[config.mk]
export PLATFORM = sky130hd
export DESIGN_NAME = uart_receiver
export DESIGN_NICKNAME = d
export VERILOG_FILES = /design/src/rtl/uart_receiver.sv
export SDC_FILE = /design/constraint.sdc
export NUM_CORES = 1
export LEC_CHECK = 0
export ABC_AREA = 1
export ABC_CLOCK_PERIOD_IN_PS = 1400
export CORE_ASPECT_RATIO = 0.6
export CORE_UTILIZATION = 43
export CTS_BUF_LIST = sky130_fd_sc_hd__clkbuf_2
export DETAILED_ROUTE_END_ITERATION = 16
export PLACE_DENSITY = 0.76
export SETUP_SLACK_MARGIN = 0.3
export SYNTH_ARGS = -nofsm -noshare
export SYNTH_HDL_FRONTEND = slang
export SYNTH_SLANG_ARGS = --single-unit
export TNS_END_PERCENT = 10
[constraint.sdc]
create_clock -name clk -period 1.4 [get_ports clk]
set_clock_uncertainty 0.15 [all_clocks]
set_input_delay 0.14 -clock clk [delete_from_list [all_inputs] [get_ports clk]]
set_output_delay 0.14 -clock clk [all_outputs]
set_load 0.02 [all_outputs]
[src/rtl/uart_receiver.sv]
`default_nettype none
// ============================================================================
// Module   : uart_receiver
// Purpose  : 16x-oversampled UART receive path. Synchronises the RX pin,
//            hunts for a start bit, samples data/parity/stop at bit centres
//            and presents the byte plus sticky status flags in 32-bit
//            host-facing registers.
// Revision : 1.0 - initial release
// ============================================================================
module uart_receiver #(
  parameter int DATA_BITS  = 8,  // 5..8 data bits, LSB first
  parameter int PARITY_EN  = 0,  // 1 = parity bit follows the data bits
  parameter int PARITY_ODD = 0   // 1 = odd parity, 0 = even
) (
  input  logic        clk,
  input  logic        rst,                        // synchronous, active-low
  input  logic        sample_tick,                // 16x baud strobe
  input  logic        RX,                         // asynchronous serial line
  input  logic        Receiver_Read,              // host consumed the data
  output logic [31:0] Receiver_Holding_Register,
  output logic [31:0] Receiver_Status
);

  // Bit-counter width: enough to index every data bit.
  localparam int BCW = (DATA_BITS > 1) ? $clog2(DATA_BITS) : 1;
  localparam logic [BCW-1:0] LAST_BIT = BCW'(DATA_BITS - 1);
  localparam logic [BCW-1:0] BIT_ONE  = BCW'(1);
  localparam bit ODD_BIT   = (PARITY_ODD != 0);
  localparam bit HAS_PAR   = (PARITY_EN != 0);

  // Receiver state encoding. DONE is the single-clock completion slot that
  // follows the stop-bit sample.
  localparam logic [2:0] ST_IDLE      = 3'd0;
  localparam logic [2:0] ST_START     = 3'd1;
  localparam logic [2:0] ST_DATA      = 3'd2;
  localparam logic [2:0] ST_PARITY    = 3'd3;
  localparam logic [2:0] ST_STOP      = 3'd4;
  localparam logic [2:0] ST_DONE      = 3'd5;
  localparam logic [2:0] ST_WAIT_IDLE = 3'd6;

  // Synchroniser
  logic rx_meta_q, rx_meta_d;
  logic rxs_q, rxs_d;

  // Frame sequencing
  logic [2:0]           state_q, state_d;
  logic [3:0]           tick_cnt_q, tick_cnt_d;
  logic [BCW-1:0]       bit_cnt_q, bit_cnt_d;
  logic [DATA_BITS-1:0] shift_q, shift_d;
  logic                 par_pend_q, par_pend_d;
  logic                 stop_bit_q, stop_bit_d;

  // Host-visible registers
  logic [DATA_BITS-1:0] hold_q, hold_d;
  logic                 data_ready_q, data_ready_d;
  logic                 overrun_q, overrun_d;
  logic                 parity_error_q, parity_error_d;
  logic                 framing_error_q, framing_error_d;

  // Decoded sampling points
  logic mid_tick;   // centre of the start bit
  logic end_tick;   // centre of data/parity/stop bits (one full bit later)
  logic last_bit;
  logic complete;
  logic busy;

  assign mid_tick = sample_tick && (tick_cnt_q == 4'd7);
  assign end_tick = sample_tick && (tick_cnt_q == 4'd15);
  assign last_bit = (bit_cnt_q == LAST_BIT);
  assign complete = (state_q == ST_DONE);

  // State register and all datapath flops; reset abandons any frame in flight.
  always_ff @(posedge clk) begin
    if (!rst) begin
      rx_meta_q       <= 1'b1;
      rxs_q           <= 1'b1;
      state_q         <= ST_IDLE;
      tick_cnt_q      <= 4'd0;
      bit_cnt_q       <= '0;
      shift_q         <= '0;
      par_pend_q      <= 1'b0;
      stop_bit_q      <= 1'b1;
      hold_q          <= '0;
      data_ready_q    <= 1'b0;
      overrun_q       <= 1'b0;
      parity_error_q  <= 1'b0;
      framing_error_q <= 1'b0;
    end else begin
      rx_meta_q       <= rx_meta_d;
      rxs_q           <= rxs_d;
      state_q         <= state_d;
      tick_cnt_q      <= tick_cnt_d;
      bit_cnt_q       <= bit_cnt_d;
      shift_q         <= shift_d;
      par_pend_q      <= par_pend_d;
      stop_bit_q      <= stop_bit_d;
      hold_q          <= hold_d;
      data_ready_q    <= data_ready_d;
      overrun_q       <= overrun_d;
      parity_error_q  <= parity_error_d;
      framing_error_q <= framing_error_d;
    end
  end

  // Next-state logic: walk start / data / [parity] / stop at bit centres.
  always_comb begin
    state_d = state_q;
    case (state_q)
      ST_IDLE: begin
        if (!rxs_q) state_d = ST_START;
      end
      ST_START: begin
        // A line that is high again at mid start bit was only a glitch.
        if (mid_tick) state_d = rxs_q ? ST_IDLE : ST_DATA;
      end
      ST_DATA: begin
        if (end_tick && last_bit) state_d = HAS_PAR ? ST_PARITY : ST_STOP;
      end
      ST_PARITY: begin
        if (end_tick) state_d = ST_STOP;
      end
      ST_STOP: begin
        if (end_tick) state_d = ST_DONE;
      end
      ST_DONE: begin
        // A low stop bit means a break or a held-low line: wait it out.
        state_d = stop_bit_q ? ST_IDLE : ST_WAIT_IDLE;
      end
      ST_WAIT_IDLE: begin
        if (rxs_q) state_d = ST_IDLE;
      end
      default: state_d = ST_IDLE;
    endcase
  end

  // Datapath: synchroniser, oversampling counters, shift register, flags.
  always_comb begin
    rx_meta_d       = RX;
    rxs_d           = rx_meta_q;
    tick_cnt_d      = tick_cnt_q;
    bit_cnt_d       = bit_cnt_q;
    shift_d         = shift_q;
    par_pend_d      = par_pend_q;
    stop_bit_d      = stop_bit_q;
    hold_d          = hold_q;
    data_ready_d    = data_ready_q;
    overrun_d       = overrun_q;
    parity_error_d  = parity_error_q;
    framing_error_d = framing_error_q;

    // Tick counter free-runs on the oversampling strobe, wrapping 15->0.
    if (sample_tick) tick_cnt_d = tick_cnt_q + 4'd1;

    case (state_q)
      ST_IDLE: begin
        // Held at zero so the start-bit search begins from a known phase.
        tick_cnt_d = 4'd0;
        bit_cnt_d  = '0;
      end
      ST_START: begin
        if (mid_tick && !rxs_q) begin
          tick_cnt_d = 4'd0;
          bit_cnt_d  = '0;
          par_pend_d = 1'b0;
        end
      end
      ST_DATA: begin
        if (end_tick) begin
          shift_d[bit_cnt_q] = rxs_q;
          bit_cnt_d          = bit_cnt_q + BIT_ONE;
        end
      end
      ST_PARITY: begin
        if (end_tick) par_pend_d = rxs_q ^ (^shift_q) ^ ODD_BIT;
      end
      ST_STOP: begin
        if (end_tick) stop_bit_d = rxs_q;
      end
      default: ;
    endcase

    // Completion outranks a coincident host read: the fresh frame stays
    // visible, and the read only suppresses the overrun it would have caused.
    if (complete) begin
      hold_d          = shift_q;
      data_ready_d    = 1'b1;
      overrun_d       = Receiver_Read ? 1'b0 : (overrun_q | data_ready_q);
      parity_error_d  = par_pend_q;
      framing_error_d = !stop_bit_q;
    end else if (Receiver_Read) begin
      data_ready_d    = 1'b0;
      overrun_d       = 1'b0;
      parity_error_d  = 1'b0;
      framing_error_d = 1'b0;
    end
  end

  // Output decode: pack holding data and status into 32-bit registers.
  always_comb begin
    busy                      = (state_q != ST_IDLE);
    Receiver_Holding_Register = {{(32 - DATA_BITS){1'b0}}, hold_q};
    Receiver_Status           = {27'd0, busy, framing_error_q, parity_error_q,
                                 overrun_q, data_ready_q};
  end

endmodule
`default_nettype wire

* Word level (Yosys, flattened, before mapping)
Cells that the tools add are included.
** Word-level totals
- Flip-flop bits (word level) :: 34
- Word-level logic and storage cells :: 81
- Output and inout port bits :: 64
- Input port bits :: 5
** Operators by class
- Add/subtract/negate cells :: 2
- Reduce and logical (&&, ||, !) cells :: 18
- Eq/ne operators :: 17
- Bitwise operators :: 2
- Multiplexer cells :: 27
- $lt $le $gt $ge :: 2
** Operator list (number)
- 2-to-1 mux 3 bit :: 9
- one-hot mux 3 bit (7 select lines) :: 1
- inequality test 2 bit, second input constant :: 8
- equality test 3 bit, second input constant :: 4
- 2-to-1 mux 1 bit :: 9
- one-hot mux 3 bit (3 select lines) :: 1
- bitwise mux 8 bit :: 1
- 2-to-1 mux 4 bit :: 2
- one-hot mux 4 bit (2 select lines) :: 1
- parity 8 bit :: 1
- equality test 3 x 2 -> 1 bit, second input constant :: 2
- AND reduction 3 bit :: 2
- AND reduction 6 bit :: 1
- nonzero test 3 bit :: 2
- logical AND 1 bit :: 5
- adder 4 x 1 -> 4 bit, second input constant :: 1
- equality test 4 x 3 -> 1 bit, second input constant :: 1
- equality test 4 bit, second input constant :: 1
- < comparator 3 x 4 -> 1 bit, second input constant :: 1
- AND reduction 2 bit :: 2
- nonzero test 2 bit :: 2
- adder 3 x 1 -> 3 bit, second input constant :: 1
- demux 1 bit (select 3 bit) :: 1
- equality test 3 x 1 -> 1 bit, second input constant :: 1
- 7 further kinds :: 8

* Longest topological paths before layout
- Word-level depth :: 5
- Gate-level depth with buffers :: 11
- Depth with buffers taken out :: 11

* Least setup slack after synthesis
OpenSTA, ideal clock, no wires.
- Path kind :: reg-to-reg
- Start :: register tick_cnt_q[0]
- End :: register shift_q[1]
- Data required time :: 1.131 ns
- Data arrival time :: 1.232 ns
- Period minus slack after synthesis :: 1.501 ns
- Setup time :: 0.119 ns
- Stages on the path, launching flop included :: 9
- Path slack :: -0.101 ns
- Buffers on the path :: 0
- Path through :: dfxtp_1 ha_1 nand3_2 nor2_4 inv_2 nor3_4 nand2_1 o21ai_1 a21oi_1
** Between the ends
- Longest elaborated chain between the ends :: 3
** RTL lines
- from (decl) :: RTL line 47 : logic [3:0] tick_cnt_q, tick_cnt_d;
- from (signal assigned) :: RTL line 92 : tick_cnt_q <= tick_cnt_d;
- equality test 4 bit :: RTL line 68 : assign end_tick = sample_tick && (tick_cnt_q == 4'd15);
- logical AND 1 bit :: RTL line 68
- AND reduction 2 bit (no line)
- to (signal assigned) :: RTL line 94 : shift_q <= shift_d;
- to (decl) :: RTL line 49 : logic [DATA_BITS-1:0] shift_q, shift_d;
No other way between the ends.
A chain may end at the register's enable or synchronous reset.

* Worst setup path in the final report
- Start :: register state_q[0]
- End :: register state_q[2]
** Between the ends
- Longest elaborated chain between the ends :: 3
- Elaborated cells between the ends (all ways) :: 15
- Those cells by class :: eq/ne (12); mux (1); reduce/logical (2)
** RTL lines
- from (decl) :: RTL line 46 : logic [2:0] state_q, state_d;
- from (signal assigned) :: RTL line 91 : state_q <= state_d;
- equality test 3 x 2 -> 1 bit, or another cell as far along :: RTL line 108 : case (state_q)
- inequality test 2 bit (no line)
- AND reduction 6 bit (no line)
Several ways; a longest one is shown, not always the timed one.

==> results_dict.tcl <==
set metrics [dict create \
    nets 353 \
    worst_slack_ps -166 \
    cp.depth 8 \
    synth_area_leaders "dfxtp_1, buf_4, nand2_1" \
    firstDrtPassIters 4 \
    drv_cap 0 \
    cts_tree "built" \
    design_area_sq_um 2490 \
    holdWs_ps 155 \
    cts_hold_buf 0 \
    synthArstFlopShare_pct 0 \
    synth.avg_cell_area_sq_um 6.97 \
    root_buffer "clkbuf_2" \
    timing.rr.end "state_q[2]" \
    synthSimpleGateAreaFrac_pct 25.1 \
    r2r_setup_slack_ps -170 \
    outcome "finished with violations" \
    cpMostUsedCell "nor2_1" \
    synth_flop_cell "dfxtp_1" \
    drc 0 \
    clock-sinks 34 \
    grt_pass1_vias 1560 \
    crit_chain "buf_4 > inv_4 > nor2_1 > nand2_1 > nor2_1 > or2_2 > o21ai_2 > a21oi_1" \
    leakage_nw 1.20 \
    std_cell_rows 19 \
    synth-edff-count 0 \
    endpoint "state_q[2]" \
    netlist_instances 300 \
    chipHeight_um 56.0 \
    pre_cts_ws_ps -383 \
    post-place-cells 399 \
    synth_area_leader_cell "dfxtp_1" \
    period_minus_slack_ps 1570 \
    num_vias 1813 \
    hold_class "in -> reg" \
    fin_crit_sh_pct 112 \
    p_per_area_nw_per_um2 1160 \
    reg2reg_depth 8 \
    fin_total_pwr_mw 2.90 \
    yosysMostFrequentCell "nand2_1" \
    core_area_sq_um 4610 \
    endpoint_kind "flip-flop" \
    synth_top_family_by_area "buffers and inverters" \
    critPathSlowestCell "dfxtp_4" \
    slowest_delay_ps 410 \
    die_area_sq_um 5160 \
    muxShareOfSynthArea_pct 0 \
    crit_family "simple AND/OR/NAND/NOR gates" \
    clk_pin_slew_ps 190 \
    syn_to_final_growth_pct 18.9 \
    cp-startpoint "state_q[0]" \
    tns_ps -2470 \
    drtAntennaViolNets 0 \
    yosysTopAreaCellShare_pct 32.5 \
    io_buffers 17 \
    io_pins 69 \
    gp_congestion 0.798 \
    final_util_pct 53.9 \
    grt_pass1_wl_um 7130 \
    cp.required_ps 1570 \
    drt_iter0_drc 95 \
    diodes 0 \
    seq_area_frac_synth_pct 32.5 \
    htreeDepth 2 \
    post-dp-hpwl_um 3300 \
    path_class "reg -> reg" \
    regToRegStartpoint "state_q[0]" \
    cts_buffer_depth 2 \
    peakVddDrop_mv 0.763 \
    grt_overflow 0 \
    antenna_found_initial 0 \
    fillers 457 \
    ys_seq_elements 34 \
    start_util_pct 45.4 \
    synth-adder-area-share_pct 1.79 \
    cp-start-kind "flip-flop" \
    syn-cell-area_sq_um 2090 \
    grt_max_degree 19 \
    cts_made_buffers 5 \
    clock_latency_ps 410 \
    setup_viol 27 \
    crit_arrival_ps 1740 \
    vias_per_cell 4.43 \
    die_w_um 92.0 \
    routed_wl_um 4430 \
    wl_per_cell_um 10.8 \
    worst-path-buf-inv 2 \
    rsz0062_at_grt "yes" \
    synth_compound_area_share_pct 12.6 \
    grt_use_total_pct 17.8 \
    slew_viol_final 0 \
    yosysWarnings 0 \
    layout-drive-gt1-share_pct 28.0 \
    synth.distinct_cells 30 \
    yosys.area_share.xor_xnor_pct 0.837 \
    instances_no_fill 409 \
    fmax_mhz 639 \
    crit_fanout 4 \
    synthTopCellsByCount "nand2_1, buf_4, dfxtp_1" \
    hold_violations 0 \
    dpl_cell_area_sq_um 2340 \
    violations "negative setup slack" \
]
cells in the final DEF, fill, tap and decap left out, drive strengths merged:
cell type / synthesis / final
clkbuf: 2 / 5
buf: 59 / 42
inv: 32 / 32
clkinvlp: 0 / 1
conb: 1 / 51
a211oi: 1 / 1
nand2: 65 / 65
a21oi: 27 / 27
xnor2: 1 / 1
ha: 3 / 3
dfxtp: 34 / 34
xor2: 1 / 1
o211ai: 1 / 1
o21ai: 20 / 20
nand4: 3 / 3
nand3: 16 / 16
o311ai: 1 / 1
clkdlybuf4s15: 0 / 3
clkdlybuf4s50: 0 / 4
clkinv: 0 / 2
nor4: 2 / 2
nor3: 8 / 8
or2: 3 / 3
nor2: 20 / 20
registers in the layout, indices dropped and copies added (netlist names):
signal	count
state_q	3
rxs_q	1
overrun_q	1
stop_bit_q	1
parity_error_q	1
framing_error_q	1
hold_q	8
rx_meta_q	1
tick_cnt_q	4
bit_cnt_q	3
data_ready_q	1
par_pend_q	1
shift_q	8
cell families (layout without fill, tap and decap cells):
| kind of cell | after synthesis | after routing |
|---|---|---|
| flops | 34 | 34 |
| compound gates | 50 | 50 |
| xor+xnor | 2 | 2 |
| fa+ha+maj | 3 | 3 |
| other cells | 1 | 51 |
| buf+inv | 93 | 89 |
| simple gates | 117 | 117 |
power breakdown:
part / switching [mW] / internal, mW / leakage [nW] / total, mW
sequential: 0.0828 / 1.07 / 0.283 / 1.16
combinational: 0.777 / 0.477 / 0.888 / 1.25
clock: 0.371 / 0.113 / 0.0264 / 0.485
total: 1.23 / 1.66 / 1.20 / 2.90
what timing repair did:
| item | CTS | global route |
|---|---|---|
| setup endpoints to repair | 45 | 45 |
| setup buffers | 1 | 1 |
| gates cloned | 0 | 0 |
| gates resized for setup | 88 | 12 |
| pin swaps | 4 | 4 |
per-layer routing:
metal	global-route usage, %	part of all wire, %
met1	25.8	53
met3	4.51	6.4
met4	6.03	0.70
met2	25.4	40
met5	0	0
final cells by class:
type	instances	area, sq um	share of cell area (%)
Tap cell	63	78.8	3.17
Clock inverter	3	16.3	0.654
Clock buffer	5	25.0	1.01
Timing Repair Buffer	49	433	17.4
Inverter	32	123	4.93
Sequential cell	34	704	28.3
Multi-Input combinational cell	223	1110	44.5
worst min-delay path by stage:
stage / cells after the start / to / slack [ps] / from
after floorplan: 1 / tick_cnt_q[1] / 80 / sample_tick
after global placement: 1 / rxs_q / 250 / rx_meta_q
after detailed placement: 1 / rxs_q / 250 / rx_meta_q
after CTS: 2 / rx_meta_q / 150 / RX
after global routing: 2 / rx_meta_q / 140 / RX
final: 2 / rx_meta_q / 150 / RX
(Power assumes the default switching activity.)
